`src/rtl/pipe_pkg.sv`:
```
// Shared definitions for the inter-stage pipeline registers: bundle widths
// for the MW/EM/DE stage boundaries, MW field offsets, and the per-stage
// priority decode used by every pipeline register stage.
package pipe_pkg;

    // Memory -> Writeback boundary: {reg_write, mem_to_reg}
    // and {alu_result[31:0], read_data[31:0], write_reg[4:0]}
    localparam int MW_CTRL_W  = 2;
    localparam int MW_DATA_W  = 69;
    localparam int MW_ALU_LSB = 37;
    localparam int MW_RD_LSB  = 5;
    localparam int MW_WR_LSB  = 0;
    localparam int MW_ALU_W   = 32;
    localparam int MW_RD_W    = 32;
    localparam int MW_WR_W    = 5;

    // Execute -> Memory boundary: {reg_write, mem_to_reg, mem_write}
    // and {alu_result[31:0], write_data[31:0], write_reg[4:0]}
    localparam int EM_CTRL_W  = 3;
    localparam int EM_DATA_W  = 69;

    // Decode -> Execute boundary: {reg_write, mem_to_reg, mem_write,
    // alu_ctrl[2:0], alu_src, reg_dst, branch} and
    // {rd1[31:0], rd2[31:0], rs[4:0], rt[4:0], rd[4:0], imm[31:0]}
    localparam int DE_CTRL_W  = 9;
    localparam int DE_DATA_W  = 111;

    // What a single stage does on the next clock edge
    typedef enum logic [1:0] {
        ACT_LOAD  = 2'd0,
        ACT_HOLD  = 2'd1,
        ACT_FLUSH = 2'd2
    } stage_act_e;

    // Flush beats stall beats load
    function automatic stage_act_e stage_action(input logic flush, input logic stall);
        stage_act_e act;
        if (flush)
            act = ACT_FLUSH;
        else if (stall)
            act = ACT_HOLD;
        else
            act = ACT_LOAD;
        return act;
    endfunction

endpackage

```
`src/rtl/pipe_stage.sv`:
```
// One pipeline register stage: valid bit plus control and data bundles.
// Also exposes the valid bit it will hold after the coming edge so the
// parent can keep a registered occupancy count without re-decoding.
module pipe_stage
    import pipe_pkg::*;
#(
    parameter int CTRL_W = MW_CTRL_W,
    parameter int DATA_W = MW_DATA_W
) (
    input  logic              clk,
    input  logic              rst_n,
    input  logic              flush,
    input  logic              stall,
    input  logic              valid_in,
    input  logic [CTRL_W-1:0] ctrl_in,
    input  logic [DATA_W-1:0] data_in,
    output logic              valid,
    output logic [CTRL_W-1:0] ctrl,
    output logic [DATA_W-1:0] data,
    output logic              valid_nxt
);

    stage_act_e        act;
    logic [CTRL_W-1:0] ctrl_nxt;
    logic [DATA_W-1:0] data_nxt;

    // Choose next contents: bubble on flush, keep on stall, else take upstream
    always_comb begin
        act       = stage_action(flush, stall);
        valid_nxt = valid;
        ctrl_nxt  = ctrl;
        data_nxt  = data;
        case (act)
            ACT_FLUSH: begin
                valid_nxt = 1'b0;
                ctrl_nxt  = '0;
                data_nxt  = '0;
            end
            ACT_LOAD: begin
                valid_nxt = valid_in;
                ctrl_nxt  = ctrl_in;
                data_nxt  = data_in;
            end
            default: begin
                valid_nxt = valid;
                ctrl_nxt  = ctrl;
                data_nxt  = data;
            end
        endcase
    end

    // Stage register, cleared immediately on reset assertion
    always_ff @(posedge clk or negedge rst_n) begin
        if (!rst_n) begin
            valid <= 1'b0;
            ctrl  <= '0;
            data  <= '0;
        end else begin
            valid <= valid_nxt;
            ctrl  <= ctrl_nxt;
            data  <= data_nxt;
        end
    end

endmodule

```
`src/rtl/pipe_stage_chain.sv`:
```
// Parametrised chain of DEPTH pipeline register stages with global stall,
// per-stage flush and a registered occupancy count. DEPTH=1 with the MW
// widths is a drop-in for the old MW register.
// Optional feature macro: PIPE_STALL_CNT_EN adds a saturating 32-bit count
// of stalled edges during which the last stage held a valid entry.
module pipe_stage_chain
    import pipe_pkg::*;
#(
    parameter  int CTRL_W = MW_CTRL_W,
    parameter  int DATA_W = MW_DATA_W,
    parameter  int DEPTH  = 1,
    localparam int OCC_W  = $clog2(DEPTH + 1)
) (
    input  logic              clk,
    input  logic              rst_n,
    input  logic              valid_in,
    input  logic [CTRL_W-1:0] ctrl_in,
    input  logic [DATA_W-1:0] data_in,
    input  logic              stall,
    input  logic [DEPTH-1:0]  flush,
    output logic              valid_out,
    output logic [CTRL_W-1:0] ctrl_out,
    output logic [DATA_W-1:0] data_out,
    output logic [OCC_W-1:0]  occupancy
`ifdef PIPE_STALL_CNT_EN
    ,
    output logic [31:0]       stall_cycles
`endif
);

    logic [DEPTH-1:0]  stage_valid;
    logic [DEPTH-1:0]  stage_valid_nxt;
    logic [CTRL_W-1:0] stage_ctrl [DEPTH];
    logic [DATA_W-1:0] stage_data [DEPTH];
    logic [OCC_W-1:0]  occ_nxt;

    for (genvar k = 0; k < DEPTH; k++) begin : g_stage
        logic              up_valid;
        logic [CTRL_W-1:0] up_ctrl;
        logic [DATA_W-1:0] up_data;

        if (k == 0) begin : g_head
            assign up_valid = valid_in;
            assign up_ctrl  = ctrl_in;
            assign up_data  = data_in;
        end else begin : g_body
            assign up_valid = stage_valid[k-1];
            assign up_ctrl  = stage_ctrl[k-1];
            assign up_data  = stage_data[k-1];
        end

        pipe_stage #(
            .CTRL_W (CTRL_W),
            .DATA_W (DATA_W)
        ) u_stage (
            .clk       (clk),
            .rst_n     (rst_n),
            .flush     (flush[k]),
            .stall     (stall),
            .valid_in  (up_valid),
            .ctrl_in   (up_ctrl),
            .data_in   (up_data),
            .valid     (stage_valid[k]),
            .ctrl      (stage_ctrl[k]),
            .data      (stage_data[k]),
            .valid_nxt (stage_valid_nxt[k])
        );
    end

    assign valid_out = stage_valid[DEPTH-1];
    assign ctrl_out  = stage_ctrl[DEPTH-1];
    assign data_out  = stage_data[DEPTH-1];

    // Count the valid bits the stages will hold after this edge
    always_comb begin
        occ_nxt = '0;
        for (int k = 0; k < DEPTH; k++) begin
            occ_nxt = occ_nxt + OCC_W'(stage_valid_nxt[k]);
        end
    end

    // Occupancy register, in step with the stage registers
    always_ff @(posedge clk or negedge rst_n) begin
        if (!rst_n)
            occupancy <= '0;
        else
            occupancy <= occ_nxt;
    end

`ifdef PIPE_STALL_CNT_EN
    // Count stalled edges that hold back a real instruction; sticks at max
    always_ff @(posedge clk or negedge rst_n) begin
        if (!rst_n)
            stall_cycles <= '0;
        else if (stall && valid_out && (stall_cycles != 32'hFFFF_FFFF))
            stall_cycles <= stall_cycles + 32'd1;
    end
`endif

endmodule
```
`config.mk`:
```
export PLATFORM = sky130hd
export DESIGN_NAME = pipe_stage_chain
export DESIGN_NICKNAME = d
export VERILOG_FILES = /design/src/rtl/pipe_pkg.sv /design/src/rtl/pipe_stage.sv /design/src/rtl/pipe_stage_chain.sv
export SDC_FILE = /design/constraint.sdc
export NUM_CORES = 1
export LEC_CHECK = 0
export CORE_UTILIZATION = 65
export DETAILED_ROUTE_END_ITERATION = 8
export DONT_BUFFER_PORTS = 1
export GPL_ROUTABILITY_DRIVEN = 0
export PLACE_DENSITY = 0.87
export SLEW_MARGIN = 20
export SYNTH_ARGS = -nofsm -noshare
export SYNTH_HDL_FRONTEND = slang
export SYNTH_HIERARCHICAL = 1
export SYNTH_SLANG_ARGS = --single-unit
```
`constraint.sdc`:
```
create_clock -name clk -period 1.17 [get_ports clk]
set_input_delay 0 -clock clk [delete_from_list [all_inputs] [get_ports clk]]
set_output_delay 0 -clock clk [all_outputs]
set_load 0.005 [all_outputs]
```
==> impl_metrics.toml, run 1 <==
[global_routing]
grt_max_degree = 74
grt_pass1_wl_mm = 8.33
antenna_found_initial = 0
gr-total-overflow = 0
grt_pass1_vias = 1687
gr-usage-all-layers_pct = 22.8

[pwr]
sw_frac_of_total_pct = 20.8
ir_worst_vdd_v = 0.000967
p_per_area_mw_per_mm2 = 1600
switching_power_mw = 1.02
internal-power_mw = 3.90
leakage_nw = 1.63
p_clk_share_pct = 38.7
power_frac_seq_pct = 56.6
pwr-share-comb_pct = 4.8

[layout]
antenna_cells = 0
syn_to_final_growth_pct = 3.80
nNetsFinal = 304
layout_commonest_cell = "dfrtp_1"
final_cell_mix = "dfrtp_1 (73), mux2i_1 (72), nor2_1 (72)"
drive_gt1_share_pct = 6.03

[clock_tree]
cts_tree = "yes"
cts_made_buffers = 9
cts_resized = 0
cts_max_path_buffers = 2
worstSkewPairLatency_ns = 0.32
h-tree-depth = 3
cts_root_buf = "clkbuf_8"
clk_pin_slew_ns = 0.08
cts_setup_buffers = 0
cts.sinks = 73

[timing]
tightestPinTransition_ns = 0.167
setup_tns_ns = 0
drv_slew = 0
hold_viol = 146
fmax_mhz = 1300
fin_crit_sh_pct = 65.8
holdWs_ns = -0.638
fin_skew_ns = 0.0000772
slew_headroom_pct = 88.5
finalSetupViolations = 0
rsz0062_at_grt = "no"
fin_crit_ns = 0.769

[worst_setup_path]
reg2reg_slack_ns = 0.40
start_kind = "register"
reg2reg_from = "g_stage[0].u_stage/data[40]"
r2r_end = "g_stage[0].u_stage/data[40]"
worstPathArrival_ns = 0.99
crit_type = "register to register"
endpoint_kind = "register"
worst-path-max-fanout = 2
required_ns = 1.39
worstRegToRegCells = 2

[synthesis]
syn_inst = 233
synth_nets = 309
ys_seq_area_share_pct = 61.6
ys_types = 8
ys_ff_latch = 73
avgSynthCellArea_um2 = 12.7
synth_warnings = 6
syn_area_mm2 = 0.00297

[flow_run]
drv_cap = 0

[status]
status = "finished, violations left"
violations = "hold timing"

[routing]
dr_total_vias = 1680
wl_per_cell_um = 18.7
drt-initial-drc-count = 96
route.detailed.drc = 0
avgViaCountPerCell = 5.92
firstDrtPassIters = 5
routed_wl_mm = 5.32
drtAntennaViolNets = 0

[die]
die_h_um = 69.5
die_area_mm2 = 0.00484
io_pins = 149
fp.dieW_um = 69.5
start_util_pct = 67.6
core_mm2 = 0.00438
row_count = 24

[placed_design]
dpl.hpwl_mm = 3.52
port_buffers = 0

[min_path]
hold_class = "input port to async pin"
[how the worst max path moves through the flow]
stage,start,endpoint,cells past startpoint
4_1_cts,g_stage[0].u_stage/data[40],g_stage[0].u_stage/data[40],2
6_report,g_stage[0].u_stage/data[40],g_stage[0].u_stage/data[40],2
3_5_place_dp,g_stage[0].u_stage/data[43],g_stage[0].u_stage/data[43],2
2_1_floorplan,g_stage[0].u_stage/valid,g_stage[0].u_stage/valid,2
5_1_grt,g_stage[0].u_stage/data[60],g_stage[0].u_stage/data[60],2
3_3_place_gp,g_stage[0].u_stage/data[64],g_stage[0].u_stage/data[64],2
[metrics by stage]
| step | worst slack, ns | util, % | instances | cell area, µm² | power, mW |
|---|---|---|---|---|---|
| floorplan | 0.490 | - | 233 | 2970 | 3.13 |
| global placement | 0.471 | 65.8 | 269 | 2880 | 3.05 |
| detailed placement | 0.413 | 65.8 | 269 | 2880 | 3.07 |
| CTS | 0.403 | 70.2 | 284 | 3080 | 4.97 |
| global route | 0.349 | 70.2 | 284 | 3080 | 5.10 |
| finish | 0.401 | 70.2 | 284 | 3080 | 4.92 |
[kinds of logic (layout without fill, tap and decap cells)]
kind of cell / Yosys count / count (layout) / share of synthesized area [%]
multiplexers: 72 / 72 / 24.3
flip-flops: 73 / 73 / 61.6
AND/OR/NAND/NOR: 72 / 72 / 9.11
buffers and inverters: 16 / 15 / 4.98
[state kept, by name, summed over array words and instances (netlist names)]
register,count
occupancy,1
g_stage.u_stage/ctrl,2
g_stage.u_stage/data,69
g_stage.u_stage/valid,1
[cell type report]
type                            instances  area (µm²)
Sequential cell                        73        1830
Fill cell                             323        1310
Multi-Input combinational cell        144         991
Clock buffer                           12         155
Tap cell                               52        65.1
Clock inverter                          3        40.0
[Yosys cell counts]
master / n / share of area, %
dfrtp_1: 73 / 62
clkbuf_1: 2 / 0.25
buf_8: 7 / 3.5
nor2_1: 72 / 9.1
buf_6: 1 / 0.38
mux2i_1: 72 / 24
buf_1: 5 / 0.63
clkbuf_2: 1 / 0.17
[power groups by stage]
| stage | Combinational (mW) | Sequential [mW] | Clock, mW |
|---|---|---|---|
| 2_1_floorplan | 0.330 | 2.80 | 0 |
| 3_3_place_gp | 0.222 | 2.83 | 0 |
| 6_report | 0.235 | 2.78 | 1.90 |
| 4_1_cts | 0.239 | 2.78 | 1.95 |
| 5_1_grt | 0.267 | 2.79 | 2.04 |
| 3_5_place_dp | 0.242 | 2.83 | 0 |
[worst max-delay path, cell delays in order (launching register included)]
cell	delay, ns
dfrtp_1	0.41
mux2i_1	0.18
nor2_1	0.07
[routing by layer]
layer,track usage (%),share of wire (%),vias to the layer above
li1,-,-,750
met1,27.8,40,836
met2,36.4,51,86
met3,7.41,8.0,8
met4,12.2,1.6,0
met5,0,0,-
(Power assumes the default switching activity.)
==> run 2, diff against run 1 <==
--- a/config.mk
+++ b/config.mk
@@ -5,11 +5,11 @@
 export SDC_FILE = /design/constraint.sdc
 export NUM_CORES = 1
 export LEC_CHECK = 0
-export CORE_UTILIZATION = 65
+export CORE_UTILIZATION = 62
 export DETAILED_ROUTE_END_ITERATION = 8
 export DONT_BUFFER_PORTS = 1
 export GPL_ROUTABILITY_DRIVEN = 0
-export PLACE_DENSITY = 0.87
+export PLACE_DENSITY = 0.84
 export SLEW_MARGIN = 20
 export SYNTH_ARGS = -nofsm -noshare
 export SYNTH_HDL_FRONTEND = slang
==> constraint.sdc (replaced) <==
create_clock -name clk -period 0.8 [get_ports clk]
set_input_delay 0 -clock clk [delete_from_list [all_inputs] [get_ports clk]]
set_output_delay 0 -clock clk [all_outputs]
set_load 0.005 [all_outputs]
==> impl_metrics.toml, run 2 (synthesis gave the netlist of run 1 again) <==
[pwr]
leakage_nw = 1.64
pwr-share-comb_pct = 4.9
p_clk_share_pct = 38.0
p_per_area_mw_per_mm2 = 2310
ir_worst_vdd_v = 0.00142
sw_frac_of_total_pct = 20.8
power_frac_seq_pct = 57.1
p_total_mw = 7.12
switching_power_mw = 1.48
internal-power_mw = 5.64

[worst_setup_path]
crit_type = "register to output port"
required_ns = 0.80
worstPathArrival_ns = 0.82
worst-path-max-fanout = 2
cp_cell_sequence = "buf_6"
start_kind = "register"
slowest_stage = "dfrtp_1"
crit_buf_inv = 1
path_delay_family = "flip-flops"
cpPeakStageDelay_ns = 0.39
worstRegToRegCells = 3
cp.depth = 1
endpoint_kind = "output port"

[timing]
hold_viol = 146
finalSetupViolations = 1
setup_slack_ns = -0.0190
holdWs_ns = -0.630
drv_slew = 0
fin_crit_ns = 0.819
slew_headroom_pct = 88.8
tightestPinTransition_ns = 0.163
fmax_mhz = 1220
fin_crit_sh_pct = 102
rsz0062_at_grt = "yes"
fin_skew_ns = 0.000130

[clock_tree]
h-tree-depth = 3
cts_root_buf = "clkbuf_8"
cts_max_path_buffers = 2
worstSkewPairLatency_ns = 0.32
clk_pin_slew_ns = 0.07
cts_made_buffers = 9
cts_tree = "yes"
cts.sinks = 73

[global_routing]
grt_pass1_vias = 1809
gr-usage-all-layers_pct = 21.3
antenna_found_initial = 0
gr-total-overflow = 0
grt_pass1_wl_mm = 8.17
grt_max_degree = 74

[die]
core_mm2 = 0.00447
die_h_um = 71.2
io_pins = 149
row_count = 24
die_area_mm2 = 0.00506
start_util_pct = 66.3
fp.dieW_um = 71.2

[layout]
utilization_pct = 69.1
fin_cells = 287
syn_to_final_growth_pct = 4.22
layout_commonest_cell = "dfrtp_1"
final_area_mm2 = 0.00309
top_register = "g_stage.u_stage/data"
top_regs = "g_stage.u_stage/data x69, g_stage.u_stage/ctrl x2"
drive_gt1_share_pct = 6.38
antenna_cells = 0
nNetsFinal = 306
final_cell_mix = "dfrtp_1 (73), mux2i_1 (72), nor2_1 (72)"
largest_reg_flops = 69

[routing]
avgViaCountPerCell = 5.82
drt-initial-drc-count = 123
dr_total_vias = 1671
wl_per_cell_um = 17.9
route.detailed.drc = 9
drtAntennaViolNets = 0
firstDrtPassIters = 6
routed_wl_mm = 5.14

[min_path]
hold_class = "input port to async pin"

[status]
violations = "DRC, hold timing, setup timing"
status = "finished, violations left"

[placed_design]
dp.cells = 270
port_buffers = 0
placed_area_mm2 = 0.00289

[flow_run]
drv_cap = 0
==> run 2: worst paths after layout <==
| check | startpoint | end | slack (ns) |
|---|---|---|---|
| max reg2reg | g_stage[0].u_stage/ctrl[1] | g_stage[0].u_stage/ctrl[1] | 0.01 |
| max | g_stage[0].u_stage/ctrl[1] | ctrl_out[1] | -0.02 |
| max in group asynchronous | rst_n | g_stage[0].u_stage/data[36] | 1.33 |
| min in group clk | flush | g_stage[0].u_stage/data[15] | -0.26 |
| min reg2reg | g_stage[0].u_stage/data[59] | g_stage[0].u_stage/data[59] | 0.55 |
| min | rst_n | g_stage[0].u_stage/data[16] | -0.63 |
==> run 2: per-stage QoR <==
| step | setup WS (ns) | setup TNS (ns) |
|---|---|---|
| 5_1_grt | -0.0644 | -0.100 |
| 3_5_place_dp | 0.0617 | 0 |
| 2_1_floorplan | 0.120 | 0 |
| 3_3_place_gp | 0.0984 | 0 |
| 4_1_cts | -0.0415 | -0.0415 |
| 6_report | -0.0190 | -0.0190 |
==> run 2: worst register-to-register path, delay by kind of cell, from the launching register on <==
kind,cells,cell delay (ns)
DFF,1,0.39
buffers and inverters,1,0.13
muxes,1,0.12
and+or+nand+nor,1,0.05
==> run 2: repair_timing <==
| action | in CTS | in global routing |
|---|---|---|
| buffers inserted | 1 | 0 |
| hold endpoints to repair | 146 | 146 |
| gates resized for setup | 1 | 0 |
| setup endpoints to repair | 1 | 2 |
==> run 2: power groups by stage <==
stage          Sequential, mW  Clock [mW]  Combinational [mW]
6_report                 4.07        2.71               0.352
5_1_grt                  4.08        2.94               0.399
2_1_floorplan            4.09           0               0.483
4_1_cts                  4.07        2.80               0.361
3_3_place_gp             4.13           0               0.329
3_5_place_dp             4.14           0               0.359
==> run 2: layer usage <==
metal	global-route usage, %	part of all wire [%]
met4	11.1	1.7
met2	37.4	51
met5	0	0
met3	5.84	8.2
met1	23.8	39
==> run 2: layout make-up <==
type,instances,area [µm²]
multi-input cells,144,991
flip-flops and latches,73,1830
clock buffers,13,149
fillers,343,1380
well taps,52,65.1
clock inverters,3,40.0
repair buffers,2,18.8
==> run 3, diff against run 2 <==
--- a/config.mk
+++ b/config.mk
@@ -5,6 +5,7 @@
 export SDC_FILE = /design/constraint.sdc
 export NUM_CORES = 1
 export LEC_CHECK = 0
+export CORE_ASPECT_RATIO = 1.2
 export CORE_UTILIZATION = 62
 export DETAILED_ROUTE_END_ITERATION = 8
 export DONT_BUFFER_PORTS = 1
==> impl_metrics.toml, run 3 (synthesis gave the netlist of run 1 again) <==
[layout]
syn_to_final_growth_pct = 2.95
layout_commonest_cell = "dfrtp_1"
multi_input_area_um2 = 991
fill_cells = 368
largest_reg_flops = 69
top_regs = "g_stage.u_stage/data x69, g_stage.u_stage/ctrl x2"
seqCellArea_mm2 = 0.00183
nNetsFinal = 304
final_cell_mix = "dfrtp_1 (73), mux2i_1 (72), nor2_1 (72)"
drive_gt1_share_pct = 4.76
antenna_cells = 0
top_register = "g_stage.u_stage/data"

[flow_run]
drv_cap = 0

[die]
start_util_pct = 64.5
fp.dieW_um = 65.1
die_h_um = 77.8
io_pins = 149
die_area_mm2 = 0.00506
core_mm2 = 0.00459
row_count = 27

[timing]
holdWs_ns = -0.640
hold_viol = 146
fmax_mhz = 1360
slew_headroom_pct = 89.3
finalSetupViolations = 0
setup_tns_ns = 0
fin_crit_sh_pct = 92.0
fin_crit_ns = 0.736
rsz0062_at_grt = "no"
fin_skew_ns = 0.0000450
drv_slew = 0
tightestPinTransition_ns = 0.155

[worst_setup_path]
endpoint_kind = "output port"
start_kind = "register"
crit_type = "register to output port"
critPathLaunch = "g_stage[0].u_stage/data[68]"
worstPathArrival_ns = 0.74
required_ns = 0.80
worst-path-max-fanout = 2
reg2reg_from = "g_stage[0].u_stage/data[26]"

[routing]
firstDrtPassIters = 5
avgViaCountPerCell = 5.74
wl_per_cell_um = 17.7
dr_total_vias = 1660
drtAntennaViolNets = 0
route.detailed.drc = 0
drt-initial-drc-count = 151
routed_wl_mm = 5.12

[pwr]
leakage_nw = 1.61
p_per_area_mw_per_mm2 = 2240
ir_worst_vdd_v = 0.00111
p_total_mw = 6.83

[clock_tree]
cts_made_buffers = 9
h-tree-depth = 3
worstSkewPairLatency_ns = 0.32
clk_pin_slew_ns = 0.07
cts_resized = 0
cts_root_buf = "clkbuf_8"
cts_tree = "yes"
cts_max_path_buffers = 2
cts.sinks = 73

[global_routing]
grt_pass1_vias = 1792
grt_max_degree = 74
gr-usage-all-layers_pct = 21.9
antenna_found_initial = 0
grt_pass1_wl_mm = 8.10
gr-total-overflow = 0

[placed_design]
port_buffers = 0
dpl.hpwl_mm = 3.38

[min_path]
hold_class = "input port to async pin"

[status]
violations = "hold timing"
status = "finished, violations left"
run 3: cell count changes in the layout (fill, tap and decap cells not counted), sizes merged:
cell / change
buf: -2
clkbuf: +1
clkinv: -2
bufinv: -1
run 3: repair_timing:
action,4_1_cts,5_1_grt
setup endpoints to repair,0,1
setup buffers,0,0
hold endpoints to repair,146,146
run 3: cell type report:
| type | instances | share of cell area (%) |
|---|---|---|
| well taps | 58 | 2.38 |
| multi-input cells | 144 | 32.5 |
| clock buffers | 14 | 5.33 |
| flip-flops and latches | 73 | 59.8 |
run 3: routing by layer:
layer / GRT usage (%) / share of wire (%) / vias up
met1: 24.3 / 38 / 806
met2: 36.1 / 51 / 97
met5: 0 / 0 / -
met3: 9.26 / 9.2 / 8
met4: 9.57 / 1.3 / 0
li1: - / - / 749
run 3: worst paths after layout:
kind | end | slack, ns | cells past startpoint
max in group asynchronous | g_stage[0].u_stage/data[15] | 1.34 | 0
min reg2reg | g_stage[0].u_stage/data[28] | 0.55 | 2
max | data_out[68] | 0.06 | 0
min in group clk | g_stage[0].u_stage/data[62] | -0.27 | 1
min | g_stage[0].u_stage/data[56] | -0.64 | 0
max reg2reg | g_stage[0].u_stage/data[26] | 0.07 | 2
run 3: power breakdown:
part           switching, mW  internal, mW
clock network           1.15          1.27
logic                  0.125         0.214
registers              0.166          3.90
total                   1.44          5.38
run 3: through the flow:
step                      instance area, µm²  std cells  hold slack [ns]  util [%]  setup slack [ns]
after global placement                  2890        275           -0.294      62.9             0.104
after detailed placement                2890        275           -0.295      62.9            0.0722
after floorplan                         2970        233           -0.296         -             0.120
after global routing                    3050        289           -0.668      66.4           0.00414
after CTS                               3050        289           -0.654      66.4            0.0490
final                                   3050        289           -0.640      66.4            0.0642
